[src/rtl/spi_bus_arbiter.sv]
// -----------------------------------------------------------------------------
// spi_bus_arbiter
// Shares the SPI bridge's single 32-bit word bus between NUM_REQ requesters.
// Round-robin grant, one transaction outstanding, one-cycle read/write strobe,
// response routed back to the granted requester, response pulses drained
// before the next grant.
//
// Optional feature macro: SPI_ARB_TIMEOUT_EN (WAIT abort after TIMEOUT_CYCLES,
// reported through req_err). Without it, WAIT lasts until the response arrives
// and req_err is tied low.
//
// Ports:
//   clk                 system clock
//   reset               synchronous active-high reset
//   req_read/req_write  per-requester level requests, held until ack
//   req_write_data      write word per requester, [32*i+31:32*i]
//   req_read_data       captured read word, valid in ack cycle and held
//   req_ack             one-cycle completion pulse per requester
//   req_err             one-cycle timeout flag, coincident with req_ack
//   spi_read/spi_write  one-cycle strobes to the bridge
//   spi_write_data      write word to the bridge, stable ISSUE..IDLE
//   spi_read_data       read word from the bridge
//   spi_read_response   bridge read done (1+ cycles)
//   spi_write_response  bridge write done (1+ cycles)
//   busy                high in every state except IDLE
//   grant_id            current or last granted requester
// -----------------------------------------------------------------------------
module spi_bus_arbiter #(
    parameter int unsigned NUM_REQ        = 2,
    parameter int unsigned TIMEOUT_CYCLES = 65535
) (
    input  logic                    clk,
    input  logic                    reset,
    input  logic [NUM_REQ-1:0]      req_read,
    input  logic [NUM_REQ-1:0]      req_write,
    input  logic [32*NUM_REQ-1:0]   req_write_data,
    output logic [31:0]             req_read_data,
    output logic [NUM_REQ-1:0]      req_ack,
    output logic [NUM_REQ-1:0]      req_err,
    output logic                    spi_read,
    output logic                    spi_write,
    output logic [31:0]             spi_write_data,
    input  logic [31:0]             spi_read_data,
    input  logic                    spi_read_response,
    input  logic                    spi_write_response,
    output logic                    busy,
    output logic [2:0]              grant_id
);

    localparam int unsigned DATA_W  = 32;
    localparam int unsigned ID_W    = 3;
    localparam int unsigned MAX_REQ = 8;

    typedef enum logic [1:0] {
        IDLE  = 2'd0,
        ISSUE = 2'd1,
        WAIT  = 2'd2,
        DRAIN = 2'd3
    } state_t;

    state_t              state, state_next;
    logic [ID_W-1:0]     last_grant, last_grant_next;
    logic [ID_W-1:0]     grant_id_next;
    logic                op_write, op_write_next;
    logic [DATA_W-1:0]   wdata_next;
    logic [DATA_W-1:0]   rdata_next;
    logic                spi_read_next, spi_write_next;
    logic                busy_next;
    logic [NUM_REQ-1:0]  ack_next;

    logic                found;
    logic [ID_W-1:0]     pick;
    logic [ID_W-1:0]     cand;
    logic                match;
    logic [MAX_REQ-1:0]  active_pad;
    logic [MAX_REQ-1:0]  write_pad;
    logic [DATA_W-1:0]   wdata_arr [MAX_REQ];

`ifdef SPI_ARB_TIMEOUT_EN
    localparam logic [31:0] TIMEOUT_LIMIT = 32'(TIMEOUT_CYCLES);
    logic [31:0]         wait_cnt, wait_cnt_next;
    logic [NUM_REQ-1:0]  err_next;
`endif

    // Reject unsupported configurations at elaboration
    if (NUM_REQ < 2 || NUM_REQ > MAX_REQ || TIMEOUT_CYCLES == 0) begin : g_param_check
        $error("spi_bus_arbiter: unsupported NUM_REQ or TIMEOUT_CYCLES");
    end

    // Per-requester write words, padded to the full id range so a 3-bit
    // index always selects a defined entry
    for (genvar g = 0; g < int'(MAX_REQ); g++) begin : g_wdata
        if (g < int'(NUM_REQ)) begin : g_used
            assign wdata_arr[g] = req_write_data[32*g +: 32];
        end else begin : g_pad
            assign wdata_arr[g] = '0;
        end
    end

    assign active_pad = MAX_REQ'(req_read | req_write);
    assign write_pad  = MAX_REQ'(req_write);

    // Only the response matching the latched op completes the transaction
    assign match = op_write ? spi_write_response : spi_read_response;

    // Round-robin pick: first active index after last_grant, wrapping
    always_comb begin
        found = 1'b0;
        pick  = '0;
        cand  = '0;
        for (int k = 1; k <= int'(NUM_REQ); k++) begin
            cand = ID_W'((int'(last_grant) + k) % int'(NUM_REQ));
            if (!found && active_pad[cand]) begin
                found = 1'b1;
                pick  = cand;
            end
        end
    end

    // Next-state and next-output logic
    always_comb begin
        state_next      = state;
        last_grant_next = last_grant;
        grant_id_next   = grant_id;
        op_write_next   = op_write;
        wdata_next      = spi_write_data;
        rdata_next      = req_read_data;
        spi_read_next   = 1'b0;
        spi_write_next  = 1'b0;
        ack_next        = '0;
`ifdef SPI_ARB_TIMEOUT_EN
        err_next        = '0;
        wait_cnt_next   = wait_cnt;
`endif

        case (state)
            IDLE: begin
                if (found) begin
                    // Write wins when both bits are set; the read stays pending
                    state_next      = ISSUE;
                    last_grant_next = pick;
                    grant_id_next   = pick;
                    op_write_next   = write_pad[pick];
                    wdata_next      = wdata_arr[pick];
                    spi_write_next  = write_pad[pick];
                    spi_read_next   = !write_pad[pick];
                end
            end
            ISSUE: begin
                state_next = WAIT;
`ifdef SPI_ARB_TIMEOUT_EN
                wait_cnt_next = '0;
`endif
            end
            WAIT: begin
                if (match) begin
                    if (!op_write) begin
                        rdata_next = spi_read_data;
                    end
                    ack_next   = NUM_REQ'(1) << grant_id;
                    state_next = DRAIN;
                end
`ifdef SPI_ARB_TIMEOUT_EN
                else if (wait_cnt + 32'd1 == TIMEOUT_LIMIT) begin
                    ack_next   = NUM_REQ'(1) << grant_id;
                    err_next   = NUM_REQ'(1) << grant_id;
                    rdata_next = '0;
                    state_next = DRAIN;
                end else begin
                    wait_cnt_next = wait_cnt + 32'd1;
                end
`endif
            end
            DRAIN: begin
                // Hold until both responses are low so a long pulse acks once
                if (!(spi_read_response || spi_write_response)) begin
                    state_next = IDLE;
                end
            end
            default: begin
                state_next = IDLE;
            end
        endcase

        busy_next = (state_next != IDLE);
    end

    // State and output registers
    always_ff @(posedge clk) begin
        if (reset) begin
            state          <= IDLE;
            last_grant     <= ID_W'(NUM_REQ - 1);
            grant_id       <= '0;
            op_write       <= 1'b0;
            spi_write_data <= '0;
            req_read_data  <= '0;
            spi_read       <= 1'b0;
            spi_write      <= 1'b0;
            req_ack        <= '0;
            busy           <= 1'b0;
`ifdef SPI_ARB_TIMEOUT_EN
            wait_cnt       <= '0;
            req_err        <= '0;
`endif
        end else begin
            state          <= state_next;
            last_grant     <= last_grant_next;
            grant_id       <= grant_id_next;
            op_write       <= op_write_next;
            spi_write_data <= wdata_next;
            req_read_data  <= rdata_next;
            spi_read       <= spi_read_next;
            spi_write      <= spi_write_next;
            req_ack        <= ack_next;
            busy           <= busy_next;
`ifdef SPI_ARB_TIMEOUT_EN
            wait_cnt       <= wait_cnt_next;
            req_err        <= err_next;
`endif
        end
    end

`ifndef SPI_ARB_TIMEOUT_EN
    assign req_err = '0;
`endif

endmodule

[config.mk]
export PLATFORM = sky130hd
export DESIGN_NAME = spi_bus_arbiter
export DESIGN_NICKNAME = d
export VERILOG_FILES = /design/src/rtl/spi_bus_arbiter.sv
export SDC_FILE = /design/constraint.sdc
export NUM_CORES = 1
export LEC_CHECK = 0
export ABC_AREA = 1
export CELL_PAD_IN_SITES_DETAIL_PLACEMENT = 1
export CELL_PAD_IN_SITES_GLOBAL_PLACEMENT = 1
export CORE_ASPECT_RATIO = 0.8
export CORE_MARGIN = 2
export CORE_UTILIZATION = 26
export CTS_BUF_LIST = sky130_fd_sc_hd__clkbuf_16
export DETAILED_ROUTE_END_ITERATION = 7
export HOLD_SLACK_MARGIN = 0.12
export PLACE_DENSITY_LB_ADDON = 0.2
export SLEW_MARGIN = 20
export SYNTH_ARGS = -nofsm -noshare
export SYNTH_HDL_FRONTEND = slang
export SYNTH_SLANG_ARGS = --single-unit
[constraint.sdc]
create_clock -name clk -period 1.6 [get_ports clk]
set_clock_uncertainty 0.15 [all_clocks]
set_input_delay 0.16 -clock clk [delete_from_list [all_inputs] [get_ports clk]]
set_output_delay 0.16 -clock clk [all_outputs]
set_load 0.1 [all_outputs]
==> reports/metrics.csv <==
metric,value,unit
GR Overflow Total,0,
total track usage,17.3,%
clk_lat worst skew,0.34,ns
synth warn,0,
"Largest stage delay, worst path",0.40,ns
Setup Crit Path Kind,register to register,
"Seq/Total Area, Yosys",42.0,%
vias per inst,4.33,
share of cells above drive strength 1,16.5,%
Pre-antenna DRT Iters,4,
Fill cells,1599,
hold buffers post-CTS,0,
CP startpoint kind,register,
final worst-path cycle share,87.8,%
die area,0.0145,mm^2
setup violators final,0,
fin nets,823,
setup bufs post-CTS,0,
Fin. Hold Viols,0,
share of the synthesized area in the top cell type,42.0,%
DRC,0,
initial antenna violation count,0,
Synth Instances,546,
LEAKAGE,2.97,nW
DR vias,3913,
highest net fanout along the worst path,32,
cell area after synthesis,0.00352,mm^2
clock sink total,74,
Final ANT Viol Nets,0,
mux contribution to synthesized area,0,%
Final Slew Violations,0,
Avg WL per Cell,13.6,um
cell family with most CP delay,flip-flops,
Adder-Cell Fraction of Synth Area,0,%
DR iter-0 viols,128,
RSZ-0062 raised after global routing,false,
first-pass GRT wire length,20000,um
Port-buffer cells,173,
n_diodes,0,
row count,38,
Yosys reg bits,74,
simple-gate share of the synthesized area,33.2,%
power per cell area,1500,mW/mm^2
Ports,178,
outcome,finished clean,
Die Y,108,um
worst-case vdd ir drop,0.710,mV
Final Util,49.0,%
CORE AREA,0.0134,mm^2
clock root buffer,clkbuf_16,
vias in the first global route,4139,
"final std cell area, no fill",0.00657,mm^2
H-tree depth,3,
WP data required,1.67,ns
placed instance area,0.00626,mm^2
Post-Synth XOR/XNOR Area,0,%
Tot Pwr,0.00986,W
TritonCTS clock tree,built,
Final GP Congestion,0.795,
post-synthesis cell type count,20,
crit path DAT,1.48,ns
worst hold slack,0.294,ns
slowest CP cell,dfxtp_1,
post-synth top area cell,dfxtp_1,
Die Wd,134,um
max frequency,0.712,GHz
Min-Delay Path Class,primary input to register,
Initial Util,26.3,%
largest cells by area after synthesis,"dfxtp_1 (42%), nor2_1 (14%), nand2_1 (12%)",
CP endpoint kind,register,
Clock Pin Slew Worst Setup and Hold Paths,0.06,ns
post-DP HPWL,9640,um
Syn Area/Cell,6.46,um^2
Period minus WS final,1.40,ns
largest net degree at the start of global routing,37,
CP Cell Sequence,"inv_2, nor2_4, nand2_2, buf_12, o21ai_0, nor2_1",
CP Buf/Inv Count,2,
main combinational cell family by area after synthesis,simple AND/OR/NAND/NOR gates,
Max Cap Violations,0,
Synth Area in Compound Gates,9.76,%
CTS max path bufs,2,
CTS resizes,0,
number of buffers created by CTS,9,
routed wire length,12300,um
area growth from synthesis to layout,86.3,%
## Yosys cell counts
cell,number
inv_2,4
dfxtp_1,74
nand3_1,37
nand3_2,1
o21ai_0,34
nor2_1,135
nand2_2,1
a21oi_1,33
clkbuf_1,7
nor2_4,2
clkbuf_2,3
nand2_1,112
inv_1,72
o21ai_2,1
conb_1,1
nor2_2,1
buf_2,10
buf_4,11
buf_6,6
nand2_4,1
## area by class of cell
class                           count  area, um^2  share of cell area (%)
Clock inverter                      6        82.6                    1.26
Multi-Input combinational cell    362        1540                    23.4
Timing Repair Buffer              196        2730                    41.6
Clock buffer                        9         225                    3.43
Tap cell                          180         225                    3.43
Inverter                           76         285                    4.35
Sequential cell                    74        1480                    22.6
## layer usage
layer  track usage, %  wire length [um]  up-vias
met5                0                 0        -
met4             4.96               134        0
met3             6.61               973       10
met2             30.4              6000      110
met1             19.8              5170     1807
li1                 -                 -     1986
## report_power, final
part	switching (W)	internal (W)	leakage (nW)
Clock	0.000780	0.00135	0.153
Combinational	0.00330	0.00192	2.21
Sequential	0.000346	0.00217	0.609
Total	0.00443	0.00544	2.97
## path summary, 6_finish.rpt
path                                            start  slack (ns)                             end  cells past startpoint
worst min-delay path                spi_read_data[23]        0.29  req_read_data[23]$_SDFFE_PP0P_                      3
worst max-delay path              state[1]$_SDFF_PP0_        0.20   req_read_data[4]$_SDFFE_PP0P_                      6
worst max register to register    state[1]$_SDFF_PP0_        0.20   req_read_data[4]$_SDFFE_PP0P_                      6
worst min register to register  op_write$_SDFFE_PP0P_        0.36           op_write$_SDFFE_PP0P_                      2
## placed cells by master, fill, tap and decap left out
cell             instances
nand2_2                  1
nor2_4                   2
nor2_2                   1
o21ai_4                  1
bufinv_16                2
conb_1                   4
inv_1                   71
clkdlybuf4s50_1        103
a21oi_1                 33
buf_4                   13
nand2_4                  1
clkinv_4                 1
nor2_1                 135
buf_12                  80
nand3_1                 37
inv_2                    5
nand2_1                112
dfxtp_1                 74
nand3_2                  1
clkinv_2                 2
clkinv_1                 1
o21ai_0                 34
clkbuf_16                9
## sequential cells by signal, summed over array words and instances (netlist names)
signal / cells
spi_read: 1
op_write: 1
last_grant: 1
req_ack: 2
state: 2
req_read_data: 32
busy: 1
spi_write_data: 32
spi_write: 1
grant_id: 1
## worst min-delay path: cells and delay by family
| kind | cells | cell delay [ns] |
|---|---|---|
| compound gates | 1 | 0.15 |
| buf+inv | 1 | 0.39 |
| simple gates | 1 | 0.04 |
## kinds of logic (layout without fill, tap and decap cells)
logic type	count (synthesis)	after routing
compound gates	68	68
buf+inv	113	287
other cells	1	4
simple gates	290	290
flops	74	74
## through the flow
| stage | TNS, ns | setup WS (ns) | instances |
|---|---|---|---|
| 2_1_floorplan | 0 | 0.157 | 549 |
| 3_3_place_gp | -2.11 | -0.104 | 888 |
| 3_5_place_dp | -3.79 | -0.118 | 888 |
| 4_1_cts | 0 | 0.166 | 903 |
| 5_1_grt | 0 | 0.0874 | 903 |
| 6_report | 0 | 0.195 | 903 |
Note: power is estimated with default switching activity, not from simulation.
